### config.mk
export PLATFORM = sky130hd
export DESIGN_NAME = bus_xbar_rr_flat
export DESIGN_NICKNAME = d
export VERILOG_FILES = /design/src/rtl/bus_xbar_rr_if.sv /design/src/rtl/bus_xbar_rr.sv /design/src/flat_wrapper.sv
export SDC_FILE = /design/constraint.sdc
export NUM_CORES = 1
export LEC_CHECK = 0
export ABC_AREA = 0
export BUFFER_PORTS_ARGS = -buffer_cell sky130_fd_sc_hd__buf_2
export CAP_MARGIN = 20
export CORE_AREA = 2 2 250 252
export DETAILED_ROUTE_END_ITERATION = 8
export DIE_AREA = 0 0 252 254
export SLEW_MARGIN = 15
export SYNTH_ARGS = -nofsm -noshare
export SYNTH_HDL_FRONTEND = slang
export SYNTH_SLANG_ARGS = --single-unit
export TNS_END_PERCENT = 50
### constraint.sdc
create_clock -name clk -period 6.3 [get_ports clk]
set_input_delay 0.63 -clock clk [delete_from_list [all_inputs] [get_ports clk]]
set_output_delay 0.63 -clock clk [all_outputs]
set_load 0.02 [all_outputs]
### src/rtl/bus_xbar_rr_if.sv
// Bus bundle for bus_xbar_rr: per-master request lanes, shared slave-side bus, completion to the owner.
// Ports: bus_m_* (master lanes, packed i*W), bus_s_* (shared slave bus / per-slave responses), bus_rdy/rd_data/err.
// slave modport = interconnect's view; master modport = environment view (masters plus slaves), its mirror.
interface bus_xbar_rr_if #(
  parameter int NUM_M  = 4,
  parameter int NUM_S  = 8,
  parameter int ADDR_W = 30,
  parameter int DATA_W = 32
);
  logic [NUM_M-1:0]        bus_m_req;
  logic [NUM_M*ADDR_W-1:0] bus_m_addr;
  logic [NUM_M-1:0]        bus_m_as;
  logic [NUM_M-1:0]        bus_m_rw;
  logic [NUM_M*DATA_W-1:0] bus_m_wr_data;
  logic [NUM_M-1:0]        bus_m_grnt;

  logic [ADDR_W-1:0]       bus_s_addr;
  logic                    bus_s_as;
  logic                    bus_s_rw;
  logic [DATA_W-1:0]       bus_s_wr_data;
  logic [NUM_S-1:0]        bus_s_cs;
  logic [NUM_S*DATA_W-1:0] bus_s_rd_data;
  logic [NUM_S-1:0]        bus_s_rdy;

  logic                    bus_rdy;
  logic [DATA_W-1:0]       bus_rd_data;
  logic                    bus_err;

  modport slave (
    input  bus_m_req, bus_m_addr, bus_m_as, bus_m_rw, bus_m_wr_data,
    input  bus_s_rd_data, bus_s_rdy,
    output bus_m_grnt, bus_s_addr, bus_s_as, bus_s_rw, bus_s_wr_data, bus_s_cs,
    output bus_rdy, bus_rd_data, bus_err
  );

  modport master (
    output bus_m_req, bus_m_addr, bus_m_as, bus_m_rw, bus_m_wr_data,
    output bus_s_rd_data, bus_s_rdy,
    input  bus_m_grnt, bus_s_addr, bus_s_as, bus_s_rw, bus_s_wr_data, bus_s_cs,
    input  bus_rdy, bus_rd_data, bus_err
  );
endinterface

### src/rtl/bus_xbar_rr.sv
// Shared-bus interconnect: round-robin grant held across an outstanding access, address decode, watchdog.
// Latency: grant one cycle after request; completion combinational from slave rdy; timeout after TIMEOUT pending cycles.
// Backpressure: one outstanding access; strobes while pending or from non-owners are ignored.
// Ports: clk, rest (sync active-high reset), xb (bus_xbar_rr_if.slave) carrying all master/slave signals.
module bus_xbar_rr #(
  parameter int NUM_M   = 4,
  parameter int NUM_S   = 8,
  parameter int ADDR_W  = 30,
  parameter int DATA_W  = 32,
  parameter int TIMEOUT = 255
) (
  input  logic         clk,
  input  logic         rest,
  bus_xbar_rr_if.slave xb
);
  localparam int          SEL_W = $clog2(NUM_S);
  localparam int          OWN_W = $clog2(NUM_M);
  localparam logic [15:0] TMO   = 16'(TIMEOUT);

  typedef enum logic {IDLE, OWN} state_t;

  state_t             state, state_nxt;
  logic [OWN_W-1:0]   last_owner, last_owner_nxt;
  logic [NUM_M-1:0]   grnt, grnt_nxt;
  logic               pending;
  logic [SEL_W-1:0]   pend_sel;
  logic [15:0]        cnt;

  logic [OWN_W-1:0]   rr_pick;
  logic               rr_found;
  int                 rr_best;
  int                 rr_dist;

  logic [ADDR_W-1:0]  s_addr;
  logic               s_as;
  logic               s_rw;
  logic [DATA_W-1:0]  s_wr_data;
  logic               owner_req;

  logic [SEL_W-1:0]   dec;
  logic [SEL_W-1:0]   sel;
  logic [DATA_W-1:0]  sel_data;
  logic               sel_rdy;
  logic               start;
  logic               active;
  logic               timeout;
  logic               hold;

  // Round-robin pick: the requester closest after last_owner going upward with wrap.
  // Distance runs 1..NUM_M so last_owner itself is considered last.
  always_comb begin
    rr_found = 1'b0;
    rr_pick  = last_owner;
    rr_best  = NUM_M + 1;
    rr_dist  = 0;
    for (int i = 0; i < NUM_M; i++) begin
      if (i > int'(last_owner)) rr_dist = i - int'(last_owner);
      else                      rr_dist = i - int'(last_owner) + NUM_M;
      if (xb.bus_m_req[i] && rr_dist < rr_best) begin
        rr_best  = rr_dist;
        rr_pick  = OWN_W'(i);
        rr_found = 1'b1;
      end
    end
  end

  // Owner mux gated by the registered one-hot grant; all-zero without an owner.
  always_comb begin
    s_addr    = '0;
    s_as      = 1'b0;
    s_rw      = 1'b0;
    s_wr_data = '0;
    owner_req = 1'b0;
    for (int i = 0; i < NUM_M; i++) begin
      if (grnt[i]) begin
        s_addr    = xb.bus_m_addr[i*ADDR_W +: ADDR_W];
        s_as      = xb.bus_m_as[i];
        s_rw      = xb.bus_m_rw[i];
        s_wr_data = xb.bus_m_wr_data[i*DATA_W +: DATA_W];
        owner_req = xb.bus_m_req[i];
      end
    end
  end

  assign dec     = s_addr[ADDR_W-1 -: SEL_W];
  assign start   = s_as & ~pending;
  assign active  = pending | start;
  // While pending the latched select wins over whatever the owner now drives.
  assign sel     = pending ? pend_sel : dec;
  assign sel_rdy = xb.bus_s_rdy[sel];

  always_comb begin
    sel_data = '0;
    for (int j = 0; j < NUM_S; j++) begin
      if (sel == SEL_W'(j)) sel_data = xb.bus_s_rd_data[j*DATA_W +: DATA_W];
    end
  end

  // A slave rdy in the timeout cycle takes precedence over the error completion.
  assign timeout = pending & (TMO != 16'd0) & (cnt == TMO) & ~sel_rdy;

  // Keep the grant while the owner requests, an access is outstanding, or one is just starting without rdy.
  assign hold = owner_req | pending | (start & ~sel_rdy);

  assign xb.bus_m_grnt    = grnt;
  assign xb.bus_s_addr    = s_addr;
  assign xb.bus_s_as      = s_as;
  assign xb.bus_s_rw      = s_rw;
  assign xb.bus_s_wr_data = s_wr_data;
  assign xb.bus_s_cs      = active ? (NUM_S'(1) << sel) : '0;
  assign xb.bus_rdy       = (active & sel_rdy) | timeout;
  assign xb.bus_rd_data   = (active & sel_rdy) ? sel_data : '0;
  assign xb.bus_err       = timeout;

  // Arbiter next state; a releasing owner hands over directly without an idle cycle.
  always_comb begin
    state_nxt      = state;
    last_owner_nxt = last_owner;
    grnt_nxt       = grnt;
    case (state)
      IDLE: begin
        if (rr_found) begin
          state_nxt      = OWN;
          grnt_nxt       = NUM_M'(1) << rr_pick;
          last_owner_nxt = rr_pick;
        end
      end
      OWN: begin
        if (!hold) begin
          if (rr_found) begin
            grnt_nxt       = NUM_M'(1) << rr_pick;
            last_owner_nxt = rr_pick;
          end else begin
            state_nxt = IDLE;
            grnt_nxt  = '0;
          end
        end
      end
    endcase
  end

  always_ff @(posedge clk) begin
    if (rest) begin
      state      <= IDLE;
      last_owner <= OWN_W'(NUM_M - 1);
      grnt       <= '0;
      pending    <= 1'b0;
      pend_sel   <= '0;
      cnt        <= '0;
    end else begin
      state      <= state_nxt;
      last_owner <= last_owner_nxt;
      grnt       <= grnt_nxt;
      if (pending) begin
        if (xb.bus_rdy) pending <= 1'b0;
        else if (cnt != 16'hFFFF) cnt <= cnt + 16'd1;
      end else if (start && !sel_rdy) begin
        pending  <= 1'b1;
        pend_sel <= dec;
        cnt      <= 16'd1;
      end
    end
  end
endmodule

### src/flat_wrapper.sv
// flat-port wrapper written by rule: the top's interface ports become plain ports
module bus_xbar_rr_flat 
#(
  parameter int NUM_M   = 4,
  parameter int NUM_S   = 8,
  parameter int ADDR_W  = 30,
  parameter int DATA_W  = 32,
  parameter int TIMEOUT = 255
)
  (clk, rest, xb_bus_m_req, xb_bus_m_addr, xb_bus_m_as, xb_bus_m_rw, xb_bus_m_wr_data, xb_bus_s_rd_data, xb_bus_s_rdy, xb_bus_m_grnt, xb_bus_s_addr, xb_bus_s_as, xb_bus_s_rw, xb_bus_s_wr_data, xb_bus_s_cs, xb_bus_rdy, xb_bus_rd_data, xb_bus_err);
  bus_xbar_rr_if #(.NUM_M(NUM_M), .NUM_S(NUM_S), .ADDR_W(ADDR_W), .DATA_W(DATA_W)) xb_i ();
  input  logic clk;
  input  logic rest;
  input wire logic [$bits(xb_i.bus_m_req)-1:0] xb_bus_m_req;
  input wire logic [$bits(xb_i.bus_m_addr)-1:0] xb_bus_m_addr;
  input wire logic [$bits(xb_i.bus_m_as)-1:0] xb_bus_m_as;
  input wire logic [$bits(xb_i.bus_m_rw)-1:0] xb_bus_m_rw;
  input wire logic [$bits(xb_i.bus_m_wr_data)-1:0] xb_bus_m_wr_data;
  input wire logic [$bits(xb_i.bus_s_rd_data)-1:0] xb_bus_s_rd_data;
  input wire logic [$bits(xb_i.bus_s_rdy)-1:0] xb_bus_s_rdy;
  output wire logic [$bits(xb_i.bus_m_grnt)-1:0] xb_bus_m_grnt;
  output wire logic [$bits(xb_i.bus_s_addr)-1:0] xb_bus_s_addr;
  output wire logic [$bits(xb_i.bus_s_as)-1:0] xb_bus_s_as;
  output wire logic [$bits(xb_i.bus_s_rw)-1:0] xb_bus_s_rw;
  output wire logic [$bits(xb_i.bus_s_wr_data)-1:0] xb_bus_s_wr_data;
  output wire logic [$bits(xb_i.bus_s_cs)-1:0] xb_bus_s_cs;
  output wire logic [$bits(xb_i.bus_rdy)-1:0] xb_bus_rdy;
  output wire logic [$bits(xb_i.bus_rd_data)-1:0] xb_bus_rd_data;
  output wire logic [$bits(xb_i.bus_err)-1:0] xb_bus_err;
  assign xb_i.bus_m_req = xb_bus_m_req;
  assign xb_i.bus_m_addr = xb_bus_m_addr;
  assign xb_i.bus_m_as = xb_bus_m_as;
  assign xb_i.bus_m_rw = xb_bus_m_rw;
  assign xb_i.bus_m_wr_data = xb_bus_m_wr_data;
  assign xb_i.bus_s_rd_data = xb_bus_s_rd_data;
  assign xb_i.bus_s_rdy = xb_bus_s_rdy;
  assign xb_bus_m_grnt = xb_i.bus_m_grnt;
  assign xb_bus_s_addr = xb_i.bus_s_addr;
  assign xb_bus_s_as = xb_i.bus_s_as;
  assign xb_bus_s_rw = xb_i.bus_s_rw;
  assign xb_bus_s_wr_data = xb_i.bus_s_wr_data;
  assign xb_bus_s_cs = xb_i.bus_s_cs;
  assign xb_bus_rdy = xb_i.bus_rdy;
  assign xb_bus_rd_data = xb_i.bus_rd_data;
  assign xb_bus_err = xb_i.bus_err;
  bus_xbar_rr #(.NUM_M(NUM_M), .NUM_S(NUM_S), .ADDR_W(ADDR_W), .DATA_W(DATA_W), .TIMEOUT(TIMEOUT)) u_core (.clk(clk), .rest(rest), .xb(xb_i));
endmodule
==> run metrics, run 1 <==
status=complete, no violations; critical path required time=6.48 ns; slew margin rel.=35.3%; DR vias=9633; Tcrit/Tclk final=82.5%; # resized after CTS=0; largest net degree at the start of global routing=96; vias in the first global route=8842; Critical Path AT=5.39 ns; startpoint types=register; Die Span Y=254 um; R2R Setup Slk=1.10 ns; Root Buffer=clkbuf_16; Clock Tree Buf Depth=2; Post-synth EDFFs=0; Mean Syn Cell Area=7.11 um^2; CTS tree=built; I/O Pins=636; asr flop ratio synth=0%; drt initial violations=871; clk slew on worst S/H paths=0.07 ns; Remaining DRCs=0; Antenna Nets Post-Route=0; Total Neg Setup Slack=0 ns; flops & latches, synth=27; Syn-to-layout area delta=69.0%; Tightest Pin Transition=0.970 ns; largest cells by area after synthesis=mux4_2, o21ai_0, nand2_1; MaxCap Viol Count=0; Final Instance Area=10000 um^2; RSZ-0062 raised after global routing=false; critical path fanouts, max=8; reg2reg start=u_core.last_owner[0]$_SDFFE_PP1P_; post-place setup slack=1.06 ns; post-layout min period=5.20 ns; router iterations before antenna repair=5; Yosys top cell by area=mux4_2; initial antenna violation count=62; worst vdd ir=0.249 mV; Synth top area share=18.2%; GP Congestion=0.867; global route total overflow=0; maximum clock rate=192 MHz; DP Area=9910 um^2; CP Class=register to register; Yosys warnings=0; CP Launch Point=u_core.last_owner[0]$_SDFFE_PP1P_; GRT Util Overall=14.7%; clock sinks=27; HP Class=register to register; cell count after synthesis=836; Post-synth top flop=dfxtp_1; Post-Syn Nets=1375; sequential area share after synthesis=9.09%; # nets final=1942; Buffers on Ports=635; initial core utilization=9.70%; PD cells=520 nW/um^2; overall power=5.22 mW; Worst Clk Skew=0.00427 ns; postcts setup bufs=0; Hold-fix buffers, CTS=0; crit path to=u_core.xb.bus_m_grnt[1]$_SDFFE_PP0P_; Distinct cells, synth=58; Clock Latency Late Sink=0.26 ns; CTS Buf Count=3; most common cell in the synthesized netlist=nand2_1; fraction of layout cells with a size suffix above 1=51.5%; Fin. Hold Viols=0; WL/cell=23.1 um; Vias/cell=4.36; Final Max Slew Viols=0; first-pass GRT wire length=66.2 mm; Synth top cells by count=nand2_1, o21ai_0, a221o_1; H-Tree Depth=1; Row Count=91; total wire length=51.0 mm; synthesized area=5940 um^2; DIE AREA=64000 um^2; WHS=0.485 ns; CP endpoint kind=register; DIE WIDTH=252 um; final-report setup violation count=0; r2r endpoint=u_core.xb.bus_m_grnt[1]$_SDFFE_PP0P_; DP HPWL=44.4 mm; Lkg Pwr=4.67 nW; core area=61300 um^2; FF-to-FF path depth=21; Final Worst Setup Slack=1.10 ns
[area by class of cell]
type                       instances  area, um^2
timing repair buffer             653        3310
tap                              790         988
inverter                          11        41.3
antenna                           19        47.5
fill                            7091       51200
clock buffer                       3        75.1
sequential                        27         547
multi-input combinational        707        5030
clock inverter                     1        5.00
[critical path, stage by stage (launching register included)]
cell     delay [ns]
dfxtp_1        0.44
inv_1          0.15
ha_1           0.22
nor2b_1        0.14
ha_1           0.24
nor2b_1        0.13
o21a_1         0.28
nand2_1        0.09
o21ai_0        0.11
ha_1           0.20
or3b_2         0.47
a21oi_1        0.12
o21ai_0        0.13
a31oi_1        0.52
mux2_2         0.41
ha_1           0.27
o21ai_0        0.07
nand2_1        0.12
o21ai_0        0.17
a21o_1         0.23
or4_1          0.46
o22ai_1        0.13
[flip-flops by register name, indices dropped and copies added, names as in the netlist]
signal and cells:
u_core.pend_sel 3, u_core.pending 1, u_core.xb.bus_m_grnt 4, u_core.last_owner 2, u_core.state 1, u_core.cnt 16
[worst min path at each step]
stage                                    start                          to  slack (ns)  depth (start not counted)
finish              u_core.cnt[5]$_SDFFE_PP0P_  u_core.cnt[5]$_SDFFE_PP0P_        0.48                          2
global route        u_core.cnt[7]$_SDFFE_PP0P_  u_core.cnt[7]$_SDFFE_PP0P_        0.51                          2
CTS                 u_core.cnt[5]$_SDFFE_PP0P_  u_core.cnt[5]$_SDFFE_PP0P_        0.49                          2
detailed placement  u_core.cnt[5]$_SDFFE_PP0P_  u_core.cnt[5]$_SDFFE_PP0P_        0.48                          2
global placement    u_core.cnt[5]$_SDFFE_PP0P_  u_core.cnt[5]$_SDFFE_PP0P_        0.46                          2
floorplan           u_core.cnt[5]$_SDFFE_PP0P_  u_core.cnt[5]$_SDFFE_PP0P_        0.44                          2
[cells in the final DEF (no fill, tap or decap), drive strengths merged, types with 4 or more instances in the layout]
cell type,instances
ha,13
inv,11
a221oi,6
nand3,43
nor4,4
o31ai,8
nor3,16
o41ai,12
o211ai,10
nand2,177
nor2b,7
a21oi,48
diode,19
dfxtp,27
mux2i,9
nand3b,12
a2bb2oi,4
a221o,64
nor2,20
nand4,5
o311ai,4
or4,4
buf,653
o21a,8
mux4,48
a211oi,6
o21ai,137
[through the flow]
| stage | utilization [%] | std cells |
|---|---|---|
| floorplan | - | 836 |
| global placement | 16.2 | 2187 |
| detailed placement | 16.2 | 2187 |
| CTS | 16.3 | 2191 |
| global route | 16.4 | 2205 |
| finish | 16.4 | 2211 |
[logic make-up after synthesis]
family	Yosys count	synth area share, %
muxes	58	19.9
adders and majority gates	13	2.74
and+or+nand+nor	307	23.4
AOI/OAI and AO/OA	329	37.8
DFF	27	9.09
buffers and inverters	102	7.07
[layer usage]
layer | global-route usage [%] | share of wire, %
met5 | 0 | 0.092
met4 | 5.92 | 4.9
met3 | 3.23 | 7.9
met2 | 28.5 | 52
met1 | 15.1 | 35
[power breakdown]
part           internal, mW  switching [mW]
combinational          1.67            3.12
clock                0.0858          0.0637
sequential            0.200          0.0823
total                  1.96            3.26
(Power assumes the default switching activity.)
==> inputs of run 2 (changes only) <==
- CORE_AREA: 2 2 250 252 -> 2 2 246 248
- DIE_AREA: 0 0 252 254 -> 0 0 248 250
- clock period: 6.3 -> 4.3 ns (I/O delays scaled with it)
==> run metrics, run 2 (synthesized netlist as in run 1, its figures left out) <==
hold wc startpoint=u_core.cnt[5]$_SDFFE_PP0P_; critical path fanouts, max=5 (-3); Crit-path slowest cell=or4_4; fin util=17.7% (+1.3 points); slowest cell delay on critical path=0.48 ns (-0.04 ns); GRT Util Overall=15.7% (+1.1 points); r2r endpoint=u_core.xb.bus_m_grnt[1]$_SDFFE_PP0P_; Clock Latency Late Sink=0.27 ns (about the same); Post-Layout Cell Count=2237 (+1.2%); most frequent cells in the layout=buf_2, nand2_1, o21ai_0, a221o_1, buf_4; Reg with most FFs=u_core.cnt; total wire length=52.8 mm (+3.6%); router iterations before antenna repair=5 (unchanged); Buffers on Ports=635 (unchanged); PD cells=787 nW/um^2 (+51%); overall power=8.28 mW (+59%); Final Worst Setup Slack=0.0796 ns (-1.02 ns); WL/cell=23.6 um (+2.4%); vias in the first global route=9095 (+2.9%); Final Max Slew Viols=0 (unchanged); Fillers=6897 (-2.7%); first-pass GRT wire length=68.0 mm (+2.7%); placed instance count=2207 (+0.91%); DIE AREA=62000 um^2 (-3.1%); MaxCap Viol Count=0 (unchanged); post-layout min period=4.22 ns (-0.980 ns); FF-to-FF path depth=21 (unchanged); final-report setup violation count=0 (unchanged); maximum clock rate=237 MHz (+23%); Clock Tree Buf Depth=2 (unchanged); commonest non-fill, non-tap cell in the layout=buf_2; global route total overflow=0 (unchanged); largest net degree at the start of global routing=91 (-5.2%); reg2reg start=u_core.last_owner[0]$_SDFFE_PP1P_; Critical Path AT=4.42 ns (-0.97 ns); clk slew on worst S/H paths=0.07 ns (about the same); Root Buffer=clkbuf_16; Fin. Hold Viols=0 (unchanged); drt initial violations=611 (-30%); initial antenna violation count=60 (-3.2%); Total Neg Setup Slack=0 ns (unchanged); DR vias=9828 (+2.0%); R2R Setup Slk=0.08 ns (-1.02 ns); GP Congestion=0.939 (+8.3%); critical path required time=4.50 ns (-1.98 ns); worst vdd ir=0.374 mV (+50%); DP Area=10200 um^2 (+2.5%); Hold-fix buffers, CTS=0 (unchanged); startpoint types=register; HP Class=register to register; post-place setup slack=-0.147 ns (-1.20 ns); DIE WIDTH=248 um (-1.6%); Hold EP=u_core.cnt[5]$_SDFFE_PP0P_; Worst Clk Skew=0.00791 ns (+0.00364 ns); RSZ-0062 raised after global routing=true; Row Count=90 (-1.1%); Syn-to-layout area delta=77.0%; I/O Pins=636 (unchanged); Tightest Pin Transition=0.863 ns (-0.106 ns); CTS tree=built; worst hold path depth=2 (unchanged); core area=59600 um^2 (-2.8%); status=complete, no violations; max FFs per register=16 (unchanged); slew margin rel.=42.4% (+7.1 points); Die Span Y=250 um (-1.6%); Final Instance Area=10500 um^2 (+4.7%); initial core utilization=9.98% (+0.27 points); CP endpoint kind=register; CP Class=register to register; Tcrit/Tclk final=98.1% (+16 points); Remaining DRCs=0 (unchanged); Vias/cell=4.39 (+0.84%); CP Cell Sequence=inv_2 -> ha_4 -> nor2b_4 -> ha_4 -> nor2b_4 -> o21a_4 -> nand2_2 -> o21ai_2 -> ha_2 -> or3b_4 -> a21oi_2 -> o21ai_2 -> a31oi_4 -> mux2_4 -> ha_4 -> o21ai_2 -> nand2_2 -> o21a_1 -> o22a_1 -> or4_4 -> o22ai_2; WHS=0.488 ns (+0.00360 ns); Lkg Pwr=4.87 nW (+4.3%); clock sinks=27 (unchanged); H-Tree Depth=1 (unchanged); # nets final=1977 (+1.8%); CTS Buf Count=3 (unchanged); Antenna Nets Post-Route=0 (unchanged); fraction of layout cells with a size suffix above 1=54.7% (+3.2 points); DP HPWL=46.3 mm (+4.2%)
run 2: changes by cell type in the layout (fill, tap and decap cells not counted), moves of 3 or more:
cell and change:
nor2b_1 -3, o21ai_0 -4, ha_1 -6, nand2_2 +3, nand2_1 -3, buf_4 +32
ha_4 +4, o21ai_2 +4
run 2: worst max path at each step:
stage,startpoint,to,slack [ns]
6_report,u_core.last_owner[0]$_SDFFE_PP1P_,u_core.xb.bus_m_grnt[1]$_SDFFE_PP0P_,0.08
4_1_cts,u_core.last_owner[0]$_SDFFE_PP1P_,u_core.xb.bus_m_grnt[1]$_SDFFE_PP0P_,0.02
3_5_place_dp,xb_bus_m_req[0],u_core.xb.bus_m_grnt[2]$_SDFFE_PP0P_,-0.15
2_1_floorplan,xb_bus_m_req[0],u_core.xb.bus_m_grnt[1]$_SDFFE_PP0P_,0.01
5_1_grt,u_core.last_owner[0]$_SDFFE_PP1P_,u_core.xb.bus_m_grnt[1]$_SDFFE_PP0P_,-0.08
3_3_place_gp,xb_bus_m_req[0],u_core.xb.bus_m_grnt[1]$_SDFFE_PP0P_,-0.03
run 2: area by class of cell:
cell class	instances	area [um^2]	area share [%]
repair buffers	688	3600	34.3
flip-flops and latches	27	549	5.22
clock buffers	3	75.1	0.714
well taps	782	978	9.30
clock inverters	1	8.76	0.0833
diodes	18	45.0	0.428
multi-input cells	707	5220	49.6
inverters	11	43.8	0.416
run 2: what timing repair did:
item                                    CTS  global route
endpoints found under the setup margin    4             6
resized for setup                         7            25
buffers inserted                          0             8
pin swaps                                 1            17
run 2: power by group:
part	internal, mW	leakage [nW]	switching, mW	total [mW]
registers	0.295	0.220	0.101	0.396
logic	2.81	4.61	4.84	7.65
clock network	0.129	0.0416	0.105	0.234
total	3.23	4.87	5.04	8.28
run 2: critical path: cells and delay by family (launching register included):
| kind | cells | cell delay [ns] |
|---|---|---|
| AOI/OAI and AO/OA | 9 | 1.31 |
| and+or+nand+nor | 6 | 1.29 |
| adders and majority gates | 4 | 0.78 |
| DFF | 1 | 0.36 |
| muxes | 1 | 0.34 |
| buffers and inverters | 1 | 0.06 |
run 2: per-layer routing:
metal / up-vias / wire (um) / GRT usage, %
met3: 147 / 4120 / 3.13
met5: - / 54 / 0
met4: 8 / 2940 / 7.15
met2: 696 / 27300 / 30.0
met1: 4496 / 18400 / 16.2
li1: 4481 / - / -
==> inputs of run 3 (changes only) <==
- RECOVER_POWER: not set -> 25
==> run metrics, run 3 (synthesized netlist as in run 1, its figures left out) <==
status=complete, no violations; RSZ-0062 raised after global routing=true; GP Congestion=0.939 (unchanged); Clock Tree Buf Depth=2 (unchanged); Row Count=90 (unchanged); CP Class=register to register; HP Class=register to register; DP Area=10200 um^2 (unchanged); vias in the first global route=9095 (unchanged); startpoint types=register; Antenna Nets Post-Route=0 (unchanged); R2R Setup Slk=0.08 ns (about the same); Tcrit/Tclk final=98.1% (about the same); slew margin rel.=8.74% (-34 points); most frequent cells in the layout=buf_2, nand2_1, o21ai_0, a221o_1; CTS Buf Count=3 (unchanged); H-Tree Depth=1 (unchanged); largest net degree at the start of global routing=91 (unchanged); DIE AREA=62000 um^2 (unchanged); clk slew on worst S/H paths=0.07 ns (about the same); Syn-to-layout area delta=76.4%; Buffers on Ports=635 (unchanged); r2r endpoint=u_core.xb.bus_m_grnt[1]$_SDFFE_PP0P_; worst vdd ir=0.370 mV (-1.1%); Final Instance Area=10500 um^2 (-0.32%); total wire length=52.7 mm (-0.25%); router iterations before antenna repair=5 (unchanged); FF-to-FF path depth=21 (unchanged); Final Worst Setup Slack=0.0801 ns (+0.000439 ns); CP endpoint kind=register; DP HPWL=46.3 mm (unchanged); Root Buffer=clkbuf_16; Final Max Slew Viols=0 (unchanged); maximum clock rate=237 MHz (about the same); drt initial violations=658 (+7.7%); final-report setup violation count=0 (unchanged); commonest non-fill, non-tap cell in the layout=buf_2; Crit-path slowest cell=or4_4; hold wc startpoint=u_core.cnt[5]$_SDFFE_PP0P_; critical path required time=4.49 ns (about the same); Clock Latency Late Sink=0.27 ns (about the same); slowest cell delay on critical path=0.48 ns (about the same); Worst Path Buf+Inv=1 (unchanged); initial core utilization=9.98% (unchanged); PD cells=785 nW/um^2 (-0.20%); I/O Pins=636 (unchanged); worst hold path depth=2 (unchanged); global route total overflow=0 (unchanged); overall power=8.23 mW (-0.52%); Tightest Pin Transition=1.37 ns (+0.505 ns); Vias/cell=4.38 (-0.21%); # nets final=1977 (unchanged); clock sinks=27 (unchanged); GRT Util Overall=15.7% (unchanged); Die Span Y=250 um (unchanged); MaxCap Viol Count=0 (unchanged); reg2reg start=u_core.last_owner[0]$_SDFFE_PP1P_; Lkg Pwr=4.76 nW (-2.2%); initial antenna violation count=60 (unchanged); max FFs per register=16 (unchanged); Worst Clk Skew=0.00878 ns (+0.000865 ns); Hold EP=u_core.cnt[5]$_SDFFE_PP0P_; post-place setup slack=-0.147 ns (unchanged); Fillers=6901 (+0.058%); critical path fanouts, max=5 (unchanged); post-layout min period=4.22 ns (-0.000439 ns); Critical Path AT=4.41 ns (about the same); CP Cell Sequence=inv_2 -> ha_4 -> nor2b_4 -> ha_4 -> nor2b_4 -> o21a_4 -> nand2_2 -> o21ai_2 -> ha_2 -> or3b_4 -> a21oi_2 -> o21ai_2 -> a31oi_4 -> mux2_4 -> ha_4 -> o21ai_2 -> nand2_2 -> o21a_1 -> o22a_1 -> or4_4 -> o22ai_2; Remaining DRCs=0 (unchanged); DIE WIDTH=248 um (unchanged); Reg with most FFs=u_core.cnt; sequential cell area=549 um^2 (unchanged); CTS tree=built; DR vias=9829 (+0.010%); fraction of layout cells with a size suffix above 1=52.7% (-2.0 points); crit-path leading delay family=compound AO/OA/AOI/OAI gates; core area=59600 um^2 (unchanged); WL/cell=23.5 um (-0.47%); Multi-input gate area=5210 um^2 (-0.12%); Fin. Hold Viols=0 (unchanged); first-pass GRT wire length=68.0 mm (unchanged)
## run 3: changes by cell type in the layout (fill, tap and decap cells not counted), sizes merged
cell,change
buf,-30
clkbuf,+30
diode,+5
## run 3: metrics by stage
step	util (%)	hold WS (ns)	instances	setup TNS [ns]
2_1_floorplan	-	0.442	836	0
3_3_place_gp	17.0	0.465	2207	-0.0433
3_5_place_dp	17.0	0.474	2207	-0.508
4_1_cts	17.3	0.486	2211	0
5_1_grt	17.6	0.506	2234	-0.243
6_report	17.6	0.487	2242	0
## run 3: worst reg2reg max path: stages, from the launching register on
cell and delay [ns]:
dfxtp_2 0.36, inv_2 0.06, ha_4 0.16, nor2b_4 0.14, ha_4 0.21, nor2b_4 0.12, o21a_4 0.25, nand2_2 0.07
o21ai_2 0.06, ha_2 0.18, or3b_4 0.37, a21oi_2 0.13, o21ai_2 0.10, a31oi_4 0.20, mux2_4 0.34, ha_4 0.24
o21ai_2 0.14, nand2_2 0.11, o21a_1 0.13, o22a_1 0.21, or4_4 0.48, o22ai_2 0.09
## run 3: power by group
part / internal [mW] / switching (mW)
registers: 0.295 / 0.0995
logic: 2.77 / 4.84
clock network: 0.129 / 0.104
total: 3.19 / 5.04
## run 3: final cells by class
class	count	area share, %
multi-input cells	707	49.7
repair buffers	688	34.0
well taps	782	9.33
flip-flops and latches	27	5.24
clock buffers	3	0.716
diodes	23	0.549
inverters	11	0.418
clock inverters	1	0.0835
## run 3: worst max path at each step
| stage | start | to | slack [ns] | cells after the start |
|---|---|---|---|---|
| 2_1_floorplan | xb_bus_m_req[0] | u_core.xb.bus_m_grnt[1]$_SDFFE_PP0P_ | 0.01 | 20 |
| 3_3_place_gp | xb_bus_m_req[0] | u_core.xb.bus_m_grnt[1]$_SDFFE_PP0P_ | -0.03 | 20 |
| 3_5_place_dp | xb_bus_m_req[0] | u_core.xb.bus_m_grnt[2]$_SDFFE_PP0P_ | -0.15 | 18 |
| 4_1_cts | u_core.last_owner[0]$_SDFFE_PP1P_ | u_core.xb.bus_m_grnt[1]$_SDFFE_PP0P_ | 0.02 | 21 |
| 5_1_grt | u_core.last_owner[0]$_SDFFE_PP1P_ | u_core.xb.bus_m_grnt[1]$_SDFFE_PP0P_ | -0.08 | 21 |
| 6_report | u_core.last_owner[0]$_SDFFE_PP1P_ | u_core.xb.bus_m_grnt[1]$_SDFFE_PP0P_ | 0.08 | 21 |
## run 3: what timing repair did
action,4_1_cts,5_1_grt
pin swaps,1,17
hold buffers,0,0
setup buffers,0,8
gates resized for setup,7,25
endpoints found under the setup margin,4,6
## run 3: layer usage
layer,vias up,track usage [%],share of wire [%]
li1,4485,-,-
met1,4520,16.2,35
met2,668,30.0,52
met3,148,3.13,7.5
met4,8,7.15,5.8
met5,-,0,0.10
